==> src/rtl/imm_rot_encoder.sv <==
// Rotate-immediate encoder: finds the lowest rot such that value == imm8 ROR (2*rot).
// Latency: r+1 cycles from accept to out_valid for a match at rot r; 16 for no match.
// Backpressure: the result is held in DONE until out_ready; in_ready is low until then.
module imm_rot_encoder #(
  parameter int DATAW = 32,
  parameter int IMMW  = 8,
  parameter int ROTW  = 4
) (
  input  logic             clk,
  input  logic             reset,
  input  logic             in_valid,
  output logic             in_ready,
  input  logic [DATAW-1:0] in_value,
  output logic             out_valid,
  input  logic             out_ready,
  output logic             out_ok,
  output logic [IMMW-1:0]  out_imm,
  output logic [ROTW-1:0]  out_rot,
  output logic             out_cmod,
  output logic             out_carry
);

  typedef enum logic [1:0] {
    IDLE   = 2'd0,
    SEARCH = 2'd1,
    DONE   = 2'd2
  } state_t;

  localparam logic [ROTW-1:0] ROT_LAST = '1;

  state_t             state_q, state_d;
  logic [DATAW-1:0]   val_q, val_d;
  logic [ROTW-1:0]    rot_q, rot_d;
  logic               ok_q, ok_d;
  logic [IMMW-1:0]    imm_q, imm_d;
  logic [ROTW-1:0]    rot_res_q, rot_res_d;
  logic               cmod_q, cmod_d;
  logic               carry_q, carry_d;

  logic [ROTW:0]      shamt;
  logic [2*DATAW-1:0] dbl;
  logic [DATAW-1:0]   cand;
  logic               match;

  // Candidate for the current rot: value rotated left by 2*rot (undoes the decode ROR).
  always_comb begin
    shamt = {rot_q, 1'b0};
    dbl   = {val_q, val_q} << shamt;
    cand  = dbl[2*DATAW-1 -: DATAW];
    match = (cand[DATAW-1:IMMW] == '0);
  end

  // Next-state and result computation; rot counter is checked for terminal before incrementing.
  always_comb begin
    state_d   = state_q;
    val_d     = val_q;
    rot_d     = rot_q;
    ok_d      = ok_q;
    imm_d     = imm_q;
    rot_res_d = rot_res_q;
    cmod_d    = cmod_q;
    carry_d   = carry_q;
    unique case (state_q)
      IDLE: begin
        if (in_valid) begin
          val_d     = in_value;
          rot_d     = '0;
          ok_d      = 1'b0;
          imm_d     = '0;
          rot_res_d = '0;
          cmod_d    = 1'b0;
          carry_d   = 1'b0;
          state_d   = SEARCH;
        end
      end
      SEARCH: begin
        if (match) begin
          ok_d      = 1'b1;
          imm_d     = cand[IMMW-1:0];
          rot_res_d = rot_q;
          cmod_d    = (rot_q != '0);
          carry_d   = (rot_q != '0) & val_q[DATAW-1];
          state_d   = DONE;
        end else if (rot_q == ROT_LAST) begin
          ok_d      = 1'b0;
          imm_d     = '0;
          rot_res_d = '0;
          cmod_d    = 1'b0;
          carry_d   = 1'b0;
          state_d   = DONE;
        end else begin
          rot_d = rot_q + 1'b1;
        end
      end
      DONE: begin
        if (out_ready) begin
          state_d = IDLE;
        end
      end
      default: begin
        state_d = IDLE;
      end
    endcase
  end

  // State and result registers; reset discards any request in flight.
  always_ff @(posedge clk or posedge reset) begin
    if (reset) begin
      state_q   <= IDLE;
      val_q     <= '0;
      rot_q     <= '0;
      ok_q      <= 1'b0;
      imm_q     <= '0;
      rot_res_q <= '0;
      cmod_q    <= 1'b0;
      carry_q   <= 1'b0;
    end else begin
      state_q   <= state_d;
      val_q     <= val_d;
      rot_q     <= rot_d;
      ok_q      <= ok_d;
      imm_q     <= imm_d;
      rot_res_q <= rot_res_d;
      cmod_q    <= cmod_d;
      carry_q   <= carry_d;
    end
  end

  // Handshake flags follow the state; result fields come straight from their registers.
  always_comb begin
    in_ready  = (state_q == IDLE);
    out_valid = (state_q == DONE);
    out_ok    = ok_q;
    out_imm   = imm_q;
    out_rot   = rot_res_q;
    out_cmod  = cmod_q;
    out_carry = carry_q;
  end

endmodule

==> config.mk <==
export PLATFORM = sky130hd
export DESIGN_NAME = imm_rot_encoder
export DESIGN_NICKNAME = d
export VERILOG_FILES = /design/src/rtl/imm_rot_encoder.sv
export SDC_FILE = /design/constraint.sdc
export NUM_CORES = 1
export LEC_CHECK = 0
export CORE_MARGIN = 4
export CORE_UTILIZATION = 56
export DETAILED_ROUTE_END_ITERATION = 10
export PLACE_DENSITY = 0.82
export RECOVER_POWER = 100
export SLEW_MARGIN = 20
export SYNTH_ARGS = -nofsm -noshare
export SYNTH_HDL_FRONTEND = slang
export SYNTH_SLANG_ARGS = --single-unit
==> constraint.sdc <==
create_clock -name clk -period 3.6 [get_ports clk]
set_input_delay 0.54 -clock clk [delete_from_list [all_inputs] [get_ports clk]]
set_output_delay 0.54 -clock clk [all_outputs]
set_load 0.05 [all_outputs]
After elaboration in Yosys (flattened, before gate mapping). Cells that the tools add are included. W data, S select, Z words.

Output and inout bits: 17. Word-level logic and storage cells: 51. Flip-flop bits (word level): 53.

Add/subtract/negate cells: 1. Bitwise operators: 1. Muxes and demuxes: 24. Shift-type cells: 1. Reduce and logical (&&, ||, !) cells: 8. Equality and inequality tests: 8.

Operator list (count): $shl A64 B5 Y64 (1); $logic_not A24 Y1 (1); $mux W8 (3); $mux W4 (5); $pmux W4 S2 (2); $pmux W8 S2 (1); $mux W2 (4); $ne A2 B2 Y1 const B (3); $pmux W1 S2 (3); $pmux W2 S3 (1); $reduce_and A3 Y1 (2); $mux W1 (5); $add A4 B1 Y4 const B (1); $eq A4 B4 Y1 const B (1); $reduce_and A4 Y1 (1); $reduce_bool A4 Y1 (1); $ne A3 B3 Y1 const B (1); $eq A2 B1 Y1 const B (1); $eq A2 B2 Y1 const B (1); $logic_not A2 Y1 (1); $ne A2 B1 Y1 const B (1); $reduce_and A2 Y1 (1); $reduce_bool A2 Y1 (1); $and A1 B1 Y1 (1).

Depth between registers and ports, before layout.
Depth after elaboration: 4. Gate-level depth with buffers: 12. Depth with buffers taken out: 7.

Least setup slack after synthesis. OpenSTA, ideal clock, no wires.

Path type: reg2reg. Start point: register rot_q[0]. End point: register rot_res_q[1] (netlist: out_rot[1]). Data required time: 3479 ps. Cell stages (with the launch flop): 10. Path buffers: 3. Period minus slack after synthesis: 2858 ps. Slack: 742 ps. Setup time: 121 ps. Data arrival time: 2737 ps. Cells stage by stage: dfrtp_1 buf_2 buf_2 mux4_2 o41ai_1 o21ai_0 a2111oi_4 o22ai_2 buf_6 a22o_1.

Cells in the longest elaborated chain, start to end: 4.

RTL lines: start: declaration (RTL line 33) `logic [ROTW-1:0] rot_q, rot_d;`; start signal: assignment (RTL line 120) `rot_q <= rot_d;`; $shl A64 B5 Y64 (RTL line 48) `dbl = {val_q, val_q} << shamt;`; $logic_not A24 Y1 (RTL line 50) `match = (cand[DATAW-1:IMMW] == '0);`; $ne A3 B3 Y1 (no line) / $mux W4 (equally long branches); $reduce_and A3 Y1 (no line) / $pmux W4 S2 (equally long branches); end signal: assignment (RTL line 123) `rot_res_q <= rot_res_d;`; end: declaration (RTL line 36) `logic [ROTW-1:0] rot_res_q, rot_res_d;`.

Parallel ways exist; a longest one is shown, timed or not. A chain may end at the register's enable or synchronous reset.

Final worst setup path.
Start point: register rot_q[1]. End point: register rot_q[3].

Cells in the longest elaborated chain, start to end: 4.

RTL lines (RTL line): $shl A64 B5 Y64 / $add A4 B1 Y4 (equally long branches) (48, 92); $logic_not A24 Y1 / $mux W4 (equally long branches) (50, 84); $ne A2 B2 Y1 (no line) / $mux W4 (equally long branches); $reduce_and A4 Y1 (no line) / $pmux W4 S2 (equally long branches).

Parallel ways exist; a longest one is shown, timed or not. The select of a mux whose other input is x is not followed.

==> impl_metrics.csv <==
group,metric,value,unit
clock_network,cts_sinks,53,
die,ios,53,
power,leakage,2.02,nW
power,p_per_area,925,mW/mm2
finish,stdcell_area,0.00458,mm2
sta,relSlewSlack,-56.5,%
detailed_routing,wl_per_cell,19.5,um
worst_setup_path,cp_num_buf_inv,2,
outcome,violations,"capacitance limit, slew limit",
yosys,synth_cells,409,
die,die_h,91.8,um
detailed_routing,firstDrtPassIters,5,
detailed_routing,vias,3452,
finish,num_antenna_cells,0,
worst_setup_path,slowest_delay,540,ps
clock_network,hold_buffers,0,
worst_setup_path,critPathRequiredTime,3820,ps
yosys,avgSynthCellArea,9.62,um2
grt,grt_pass1_vias,3244,
detailed_routing,postRouteAntennaNets,0,
grt,gr-usage-all-layers,25.4,%
power,ir_drop,0.443,mV
finish,n_fill_cell,540,
placement,port_buffers,52,
yosys,yosysMostFrequentCell,"nand2_1",
die,die_x,91.8,um
detailed_routing,drt_iter0_drc,299,
yosys,ys.flop_type,"dfrtp_1",
worst_setup_path,crit_fanout,33,
sta,hold_violations,0,
worst_setup_path,crit_path_start_kind,"flip-flop",
yosys,synth_common_cells,"nand2_1 (107), dfrtp_1 (53), mux4_2 (31)",
sta,report.final.slew_viol_count,90,
die,dieArea,0.00843,mm2
placement,dpl_cell_area,0.00448,mm2
sta,setup_viol,0,
yosys,syn_area,0.00394,mm2
detailed_routing,routed_wl,10.4,mm
yosys,synth_cell_types,51,
worst_setup_path,critical_path_class,"flip-flop to flip-flop",
detailed_routing,drc,0,
sta,worst-slew-pin-transition,2340,ps
worst_setup_path,cpMaxStageDelayCell,"mux4_2",
clock_network,cts_root_buf,"clkbuf_8",
die,initial_core_util,57.9,%
sta,rsz0062_at_grt,"false",
worst_setup_path,cp.arrival,3510,ps
hold_path,min_path_type,"flip-flop to flip-flop",
die,fp-row-count,30,
worst_setup_path,cp_top_family,"compound AO/OA/AOI/OAI gates",
clock_network,cts_buffers,5,
clock_network,clk_pin_slew,100,ps
grt,grt_overflow,0,
yosys,synth.largest_area_cell,"dfrtp_1",
grt,antenna_found_initial,0,
yosys,async_flop_share,100,%
clock_network,cts_max_level,2,
finish,multiInputGateArea,0.00237,mm2
finish,nets,477,
run,maxCapViolCount,2,
finish,syn2layout_area_growth,16.3,%
sta,timing.final.crit_share,91.6,%
worst_setup_path,end_kind,"flip-flop",
yosys,ys_warn_count,0,
yosys,synth_top_area_share,33.7,%
detailed_routing,via_per_inst,6.44,
outcome,status,"complete, but fails checks",
yosys,syn_nets,447,
clock_network,post_cts_buffers,0,
sta,period_minus_slack,3300,ps
worst_setup_path,worstPathCellList,"buf_12 > mux4_2 > mux2_2 > nor2_1 > nand4_1 > a2111oi_4 > clkbuf_1 > nor3_1 > a311o_1",
sta,setup_tns,0,ps
clock_network,clock_path_buffers,2,
yosys,synth-seq-cells,53,
clock_network,post_cts_resized,0,
yosys,ys_seq_area_share,33.7,%
grt,grt_pass1_wl,17.0,mm
die,core_area,0.00679,mm2
clock_network,cts_tree,"built",
sta,fin_skew,13.5,ps
yosys,synth_edf_count,0,
sta,max_freq,0.303,GHz
placement,routabilityCongestion,1.05,
finish,drive_gt1_share,14.5,%
clock_network,clock_latency,320,ps
grt,grt_max_degree,54,
placement,dpl.hpwl,7.35,mm
finish,regArea,0.00133,mm2
yosys,yosys-top-cells-area,"dfrtp_1 (34%), mux4_2 (18%), nand2_1 (10%)",
-- report_power, final --
part | switching, mW | total [mW] | internal (mW)
Combinational | 1.29 | 2.57 | 1.28
Sequential | 0.494 | 1.29 | 0.791
Clock | 0.203 | 0.377 | 0.174
-- worst register-to-register path, stage by stage (launching register included) --
cell and delay (ps):
dfrtp_2 470, buf_12 250, mux4_2 550, mux2_2 290, nor2_1 180, nand4_1 220, a2111oi_4 520, clkbuf_1 290
nor3_1 100, a311o_1 320
-- cell families (layout without fill, tap and decap cells) --
group / count (synthesis) / after routing / synth area share (%)
and+or+nand+nor: 176 / 176 / 20.3
AOI/OAI and AO/OA: 73 / 73 / 14.6
muxes: 57 / 57 / 24.5
DFF: 53 / 53 / 33.7
buffers and inverters: 48 / 79 / 6.20
adders and majority gates: 2 / 2 / 0.636
-- sequential cells by signal, indices dropped and copies added, names as in the netlist --
name,cells
out_rot,4
out_carry,1
rot_q,4
out_ok,1
out_imm,8
out_cmod,1
val_q,32
state_q,2
-- per-stage QoR --
stage | setup slack [ps] | power [mW] | cells | util, % | hold slack, ps
3_3_place_gp | 547 | 3.75 | 528 | 66.0 | 478
6_report | 303 | 4.23 | 536 | 67.4 | 509
3_5_place_dp | 502 | 3.80 | 528 | 66.0 | 496
4_1_cts | 464 | 4.19 | 536 | 67.5 | 519
5_1_grt | 191 | 4.51 | 536 | 67.4 | 530
2_1_floorplan | 742 | 3.18 | 409 | - | 490
-- layout by cell type (no fill, tap or decap), types with 3 or more instances in the layout --
cell and instances:
a211oi_1 12, nor2_1 15, clkdlybuf4s50_1 33, mux2i_1 20
a211o_1 4, dfrtp_1 52, mux2_2 6, a32o_1 3
dlygate4sd3_1 19, buf_4 10, nor4_1 7, a21oi_1 10
nor3b_1 3, mux4_2 31, clkbuf_8 7, nand3_1 3
nand2_1 107, nor3_1 17, nand2b_1 7, nor4b_1 3
o21ai_0 14, a22o_1 12, a21o_1 4, inv_1 3
-- per-layer routing --
layer | up-vias | global-route usage [%] | routed length, um | share of wire (%)
met3 | 31 | 6.15 | 876 | 8.4
met4 | 0 | 10.9 | 336 | 3.2
met2 | 204 | 38.9 | 4900 | 47
met1 | 1648 | 34.5 | 4320 | 41
met5 | - | 0 | 0 | 0
li1 | 1569 | - | - | -
-- final cells by class --
| type | count | area share (%) |
|---|---|---|
| flip-flops and latches | 53 | 29.0 |
| repair buffers | 66 | 14.0 |
| inverters | 5 | 0.437 |
| multi-input cells | 308 | 51.7 |
| well taps | 96 | 2.62 |
| clock buffers | 7 | 2.10 |
| clock inverters | 1 | 0.109 |
-- worst paths after layout --
kind                                     endpoint  cells past startpoint  slack (ps)                    from
setup / recovery             rot_q[3]$_DFFE_PP0P_                      9         300    rot_q[1]$_DFFE_PP0P_
min in group asynchronous    rot_q[0]$_DFFE_PP0P_                      2        1310                   reset
setup reg to reg             rot_q[3]$_DFFE_PP0P_                      9         300    rot_q[1]$_DFFE_PP0P_
max in group asynchronous    rot_q[1]$_DFFE_PP0P_                      2        1130                   reset
hold / removal             out_imm[5]$_DFFE_PP0P_                      1         510  out_imm[5]$_DFFE_PP0P_
hold reg to reg            out_imm[5]$_DFFE_PP0P_                      1         510  out_imm[5]$_DFFE_PP0P_
No activity file was read; power rests on OpenSTA's default activity.
